`src/rtl/cordic_pkg.sv`:
```
// cordic_pkg: shared types and the hyperbolic repeat-index list for the CORDIC controller.
package cordic_pkg;
  typedef enum logic {HYPERBOLIC = 1'b0, CIRCULAR = 1'b1} system_t;
  typedef enum logic {VECTORING = 1'b0, ROTATION = 1'b1} mode_t;
  typedef enum logic [1:0] {IDLE, LOAD, ITER, DONE} ctrl_state_t;
  localparam int REPEAT_IDX [3] = '{4, 13, 40};
  function automatic logic is_repeat(input int s);
    is_repeat = 1'b0;
    for (int i = 0; i < 3; i++) is_repeat = is_repeat | (s == REPEAT_IDX[i]);
  endfunction
endpackage

```
`src/rtl/cordic_shift_sched.sv`:
```
// cordic_shift_sched: step counter and per-step shift index, with hyperbolic repeat steps.
module cordic_shift_sched
  import cordic_pkg::*;
#(
  parameter int p_WIDTH   = 32,
  parameter int p_ITERS   = 15,
  parameter int p_SHIFT_W = $clog2(p_WIDTH),
  parameter int p_STEP_W  = $clog2(p_ITERS + 1)
) (
  input  logic                 clk,
  input  logic                 rst,
  input  logic                 clear_i,
  input  logic                 advance_i,
  input  system_t              system_i,
  output logic [p_SHIFT_W-1:0] shift_o,
  output logic [p_STEP_W-1:0]  step_o
);
  logic [p_SHIFT_W-1:0] shift_q, shift_d;
  logic [p_STEP_W-1:0]  step_q, step_d;
  logic                 rep_q, rep_d;
  always_comb begin
    shift_d = shift_q;
    step_d  = step_q;
    rep_d   = rep_q;
    if (clear_i) begin
      shift_d = system_i == CIRCULAR ? '0 : p_SHIFT_W'(1);
      step_d  = '0;
      rep_d   = 1'b0;
    end else if (advance_i) begin
      step_d  = step_q + 1'b1;
      // rep_q marks that the second issue of a repeat index is pending
      rep_d   = system_i == HYPERBOLIC && is_repeat(int'(shift_q)) && !rep_q;
      shift_d = (rep_d || shift_q == p_SHIFT_W'(p_WIDTH - 1)) ? shift_q : shift_q + 1'b1;
    end
  end
  always_ff @(posedge clk or posedge rst) begin
    if (rst) begin
      shift_q <= '0;
      step_q  <= '0;
      rep_q   <= 1'b0;
    end else begin
      shift_q <= shift_d;
      step_q  <= step_d;
      rep_q   <= rep_d;
    end
  end
  assign shift_o = shift_q;
  assign step_o  = step_q;
endmodule

```
`src/rtl/cordic_controller.sv`:
```
// cordic_controller: sequences one operation through the cordic core (load, p_ITERS steps, result).
// Optional CORDIC_PERF_CNT_EN adds perf_ops/perf_ovf result-handshake counters.
module cordic_controller
  import cordic_pkg::*;
#(
  parameter int p_WIDTH   = 32,
  parameter int p_ITERS   = 15,
  parameter int p_SHIFT_W = $clog2(p_WIDTH)
) (
  input  logic                           clk,
  input  logic                           rst,
  input  logic                           in_valid,
  output logic                           in_ready,
  input  logic [p_WIDTH-1:0]             in_x,
  input  logic [p_WIDTH-1:0]             in_y,
  input  logic [p_WIDTH-1:0]             in_z,
  input  logic                           in_system,
  input  logic                           in_mode,
  output logic                           core_load,
  output logic [p_WIDTH-1:0]             core_x_init,
  output logic [p_WIDTH-1:0]             core_y_init,
  output logic [p_WIDTH-1:0]             core_z_init,
  output logic                           core_system,
  output logic                           core_mode,
  output logic                           core_enable,
  output logic [p_SHIFT_W-1:0]           core_shift,
  input  logic [p_WIDTH-1:0]             core_x,
  input  logic [p_WIDTH-1:0]             core_y,
  input  logic [p_WIDTH-1:0]             core_z,
  input  logic                           core_overflow,
  output logic                           out_valid,
  input  logic                           out_ready,
  output logic [p_WIDTH-1:0]             out_x,
  output logic [p_WIDTH-1:0]             out_y,
  output logic [p_WIDTH-1:0]             out_z,
  output logic                           out_overflow,
  output logic [$clog2(p_ITERS+1)-1:0]   out_steps
`ifdef CORDIC_PERF_CNT_EN
  ,
  output logic [31:0]                    perf_ops,
  output logic [31:0]                    perf_ovf
`endif
);
  localparam int STEP_W = $clog2(p_ITERS + 1);
  ctrl_state_t          state_q, state_d;
  logic [p_WIDTH-1:0]   x_q, x_d, y_q, y_d, z_q, z_d;
  system_t              sys_q, sys_d;
  mode_t                mode_q, mode_d;
  logic                 ovf_q, ovf_d;
  logic [p_SHIFT_W-1:0] shift;
  logic [STEP_W-1:0]    step;
  cordic_shift_sched #(
    .p_WIDTH  (p_WIDTH),
    .p_ITERS  (p_ITERS),
    .p_SHIFT_W(p_SHIFT_W),
    .p_STEP_W (STEP_W)
  ) u_sched (
    .clk      (clk),
    .rst      (rst),
    .clear_i  (core_load),
    .advance_i(core_enable),
    .system_i (sys_q),
    .shift_o  (shift),
    .step_o   (step)
  );
  always_comb begin
    state_d     = state_q;
    x_d         = x_q;
    y_d         = y_q;
    z_d         = z_q;
    sys_d       = sys_q;
    mode_d      = mode_q;
    ovf_d       = ovf_q;
    in_ready    = 1'b0;
    core_load   = 1'b0;
    core_enable = 1'b0;
    out_valid   = 1'b0;
    case (state_q)
      IDLE: begin
        in_ready = 1'b1;
        if (in_valid) begin
          x_d     = in_x;
          y_d     = in_y;
          z_d     = in_z;
          sys_d   = system_t'(in_system);
          mode_d  = mode_t'(in_mode);
          ovf_d   = 1'b0;
          state_d = LOAD;
        end
      end
      LOAD: begin
        core_load = 1'b1;
        state_d   = ITER;
      end
      ITER: begin
        // an overflow seen here aborts before the step it would have gated
        core_enable = !core_overflow;
        ovf_d       = core_overflow;
        state_d     = (core_overflow || step == STEP_W'(p_ITERS - 1)) ? DONE : ITER;
      end
      DONE: begin
        out_valid = 1'b1;
        state_d   = out_ready ? IDLE : DONE;
      end
      default: state_d = IDLE;
    endcase
  end
  always_ff @(posedge clk or posedge rst) begin
    if (rst) begin
      state_q <= IDLE;
      x_q     <= '0;
      y_q     <= '0;
      z_q     <= '0;
      sys_q   <= HYPERBOLIC;
      mode_q  <= VECTORING;
      ovf_q   <= 1'b0;
    end else begin
      state_q <= state_d;
      x_q     <= x_d;
      y_q     <= y_d;
      z_q     <= z_d;
      sys_q   <= sys_d;
      mode_q  <= mode_d;
      ovf_q   <= ovf_d;
    end
  end
  assign core_x_init  = x_q;
  assign core_y_init  = y_q;
  assign core_z_init  = z_q;
  assign core_system  = sys_q;
  assign core_mode    = mode_q;
  assign core_shift   = state_q == ITER ? shift : '0;
  assign out_x        = out_valid ? core_x : '0;
  assign out_y        = out_valid ? core_y : '0;
  assign out_z        = out_valid ? core_z : '0;
  assign out_overflow = out_valid & ovf_q;
  assign out_steps    = out_valid ? step : '0;
`ifdef CORDIC_PERF_CNT_EN
  logic [31:0] perf_ops_q, perf_ovf_q;
  always_ff @(posedge clk or posedge rst) begin
    if (rst) begin
      perf_ops_q <= '0;
      perf_ovf_q <= '0;
    end else if (out_valid && out_ready) begin
      perf_ops_q <= perf_ops_q + 32'd1;
      perf_ovf_q <= perf_ovf_q + {31'd0, ovf_q};
    end
  end
  assign perf_ops = perf_ops_q;
  assign perf_ovf = perf_ovf_q;
`endif
endmodule

```
`config.mk`:
```
export PLATFORM = sky130hd
export DESIGN_NAME = cordic_controller
export DESIGN_NICKNAME = d
export VERILOG_FILES = /design/src/rtl/cordic_pkg.sv /design/src/rtl/cordic_shift_sched.sv /design/src/rtl/cordic_controller.sv
export SDC_FILE = /design/constraint.sdc
export NUM_CORES = 1
export LEC_CHECK = 0
export ABC_CLOCK_PERIOD_IN_PS = 3110
export BUFFER_PORTS_ARGS = -buffer_cell sky130_fd_sc_hd__buf_4
export CAP_MARGIN = 15
export CORE_AREA = 2 2 159 161
export DETAILED_ROUTE_END_ITERATION = 7
export DIE_AREA = 0 0 161 163
export MAX_ROUTING_LAYER = met4
export PLACE_DENSITY_LB_ADDON = 0.25
export SETUP_SLACK_MARGIN = 0.1
export SYNTH_ARGS = -nofsm -noshare
export SYNTH_HDL_FRONTEND = slang
export SYNTH_SLANG_ARGS = --single-unit
```
`constraint.sdc`:
```
create_clock -name clk -period 3.11 [get_ports clk]
set_clock_uncertainty 0.05 [all_clocks]
set_input_delay 0.1555 -clock clk [delete_from_list [all_inputs] [get_ports clk]]
set_output_delay 0.1555 -clock clk [all_outputs]
set_load 0.005 [all_outputs]
```
==> impl_metrics.tcl <==
set metrics [dict create \
    grt_usage_pct 15.9 \
    place_hpwl_um 16100 \
    tritoncts "done" \
    grt_pass1_wl_um 31300 \
    ys_top_cells_by_area "dfrtp_1 54%, mux2_2 22%, and3_1 12%" \
    fin_area_mm2 0.00979 \
    syn_inst 415 \
    arrival_ps 2260 \
    first_global_vias 5373 \
    synth_top_cell_area_share_pct 54.2 \
    cts-root-buf "clkbuf_16" \
    ys_async_sr_fraction_pct 100 \
    syn-num-nets 620 \
    seqCellArea_mm2 0.00278 \
    htreeDepth 3 \
    cts_buffers 9 \
    synth.yosys.seq_area_share_pct 54.2 \
    antennaDiodeCount 0 \
    min_delay_path_depth 2 \
    avgSynthCellArea_um2 12.3 \
    max-cap-violations 0 \
    slew_headroom_pct 59.0 \
    netlist_area_mm2 0.00512 \
    final-setup-viol-count 0 \
    port_buffers 406 \
    worst-setup-path-type "reg -> out" \
    die_width_um 161 \
    p_comb_share_pct 50.6 \
    start_util_pct 20.8 \
    antenna_found_initial 0 \
    p_leak_nw 5.08 \
    fin_crit_sh_pct 79.3 \
    ios 407 \
    synth-seq-cells 111 \
    synth_top_flop_cell "dfrtp_1" \
    p_sw_mw 2.66 \
    status "finished, final reports clean" \
    tightest_slew_ps 615 \
    hold_viol 0 \
    fp.coreArea_mm2 0.0247 \
    switching_share_pct 34.3 \
    drt-vias-per-instance 4.27 \
    tns_ps 0 \
    grt_overflow_total 0 \
    num-fill-cells 2461 \
    tritoncts_num_sinks 111 \
    yosysUniqueCellTypes 34 \
    power.internal_mw 5.11 \
    dieArea_mm2 0.0262 \
    powerDensity_mw_per_mm2 794 \
    rsz0062_at_grt "no" \
    gp_congestion 0.848 \
    rr_worst_depth 4 \
    drtPass1Iterations 4 \
    cts_resized 0 \
    drtIter0Drc 248 \
    p_seq_share_pct 34.2 \
    vias 5271 \
    cts_buffer_depth 2 \
    hold_path.class "in -> reg" \
    path_max_fanout 78 \
    ir_drop_uv 345 \
    synth_edf_count 0 \
    crit_required_ps 2900 \
    drv_slew 0 \
    cp-start-kind "flip-flop" \
    area_growth_pct 91.0 \
    drc 0 \
    whs_ps 49.8 \
    final_nets 1104 \
    cts_setup_buffers 0 \
    dieHeight_um 163 \
    ctsHoldBuffers 100 \
    yosysWarnings 0 \
    fin_crit_ps 2470 \
    rows 58 \
    fmax_mhz 406 \
    ant_nets 0 \
    p_clk_share_pct 15.1 \
    place_area_mm2 0.00849 \
    multi_input_area_mm2 0.00214 \
    wl_um 21500 \
    yosysTopAreaCell "dfrtp_1" \
    grt_max_degree 112 \
    crit_path_end_kind "output port" \
    drive_above_1_share_pct 58.8 \
    cts.clk_slew.worst_paths_ps 80 \
    avgRoutedWirePerCell_um 17.4 \
    clk_latency_ps 350 \
]
[area by class of cell]
type                            count  area share (%)
Timing Repair Buffer              511            42.0
Sequential cell                   111            28.4
Multi-Input combinational cell    256            21.9
Tap cell                          330            4.22
Clock buffer                        9            2.30
Clock inverter                      7           0.754
Inverter                           10           0.422
[worst max-delay path: stages (launching register included)]
cell and delay [ps]:
dfrtp_2 630, buf_4 550, inv_1 180, nor2_1 250, and2_1 180, buf_4 110
[layer usage]
layer	share of wire (%)	GRT usage [%]	vias to the layer above	wire, µm
met2	50	26.9	244	10700
li1	-	-	2441	-
met3	7.7	4.02	13	1650
met4	1.1	3.65	0	235
met5	0	-	-	0
met1	41	19.3	2573	8860
[cell usage in the layout (no fill, tap or decap), drive strengths merged, types with 6 or more instances in the layout]
cell type and instances:
dlygate4sd3 100, nand3 7, mux2 99, clkbuf 9
buf 411, o21ai 6, and3 102, inv 12
ha 6, dfrtp 111
[synth_stat cells, types with 2 or more instances]
cell type,n
nor2_1,4
mux2_2,98
nor3_1,2
a21oi_1,2
buf_2,10
and2_1,4
clkbuf_1,24
mux2i_1,3
buf_4,3
inv_1,10
o211ai_1,3
dfrtp_1,111
nand2_1,3
o21ai_0,6
ha_1,6
nand3_1,7
and3_1,102
[path summary, 6_finish.rpt]
path	from	end	slack, ps
max	state_q[1]	core_shift[3]	640
min	core_overflow	ovf_q	50
max reg2reg	state_q[0]	core_x_init[20]	970
min reg2reg	u_sched.rep_q	u_sched.rep_q	460
max in group asynchronous	rst	core_z_init[8]	2040
min in group asynchronous	rst	core_z_init[26]	490
[power groups by stage]
stage,Sequential [mW],Clock (mW),Combinational (mW)
finish,2.66,1.18,3.93
global route,2.77,1.29,4.23
CTS,2.66,1.23,3.99
detailed placement,2.67,0,3.88
global placement,2.66,0,3.88
floorplan,2.59,0,1.62
[cells by family after synthesis]
logic type               count (synthesis)  share of synthesized area, %
adder cells (fa/ha/maj)                  6                          1.46
buffers and inverters                   48                          4.00
AND/OR/NAND/NOR                        130                          15.7
XOR/XNOR                                 1                         0.171
flip-flops                             111                          54.2
multiplexers                           102                          22.3
AO/OA/AOI/OAI                           17                          2.10
[sequential cells by signal, indices dropped and copies added, names as in the netlist]
name and count:
u_sched.step_o 4, u_sched.shift_o 5, core_y_init 32, state_q 2
ovf_q 1, core_system 1, core_mode 1, u_sched.rep_q 1
core_x_init 32, core_z_init 32
[through the flow]
| stage | power [mW] | setup slack, ps | utilization, % | instances |
|---|---|---|---|---|
| after floorplan | 4.21 | 1100 | - | 415 |
| after global placement | 6.54 | 1010 | 34.4 | 1118 |
| after detailed placement | 6.55 | 996 | 34.4 | 1118 |
| after CTS | 7.88 | 615 | 39.7 | 1234 |
| after global routing | 8.29 | 422 | 39.7 | 1234 |
| final | 7.77 | 645 | 39.7 | 1234 |
Note: power is estimated with default switching activity, not from simulation.
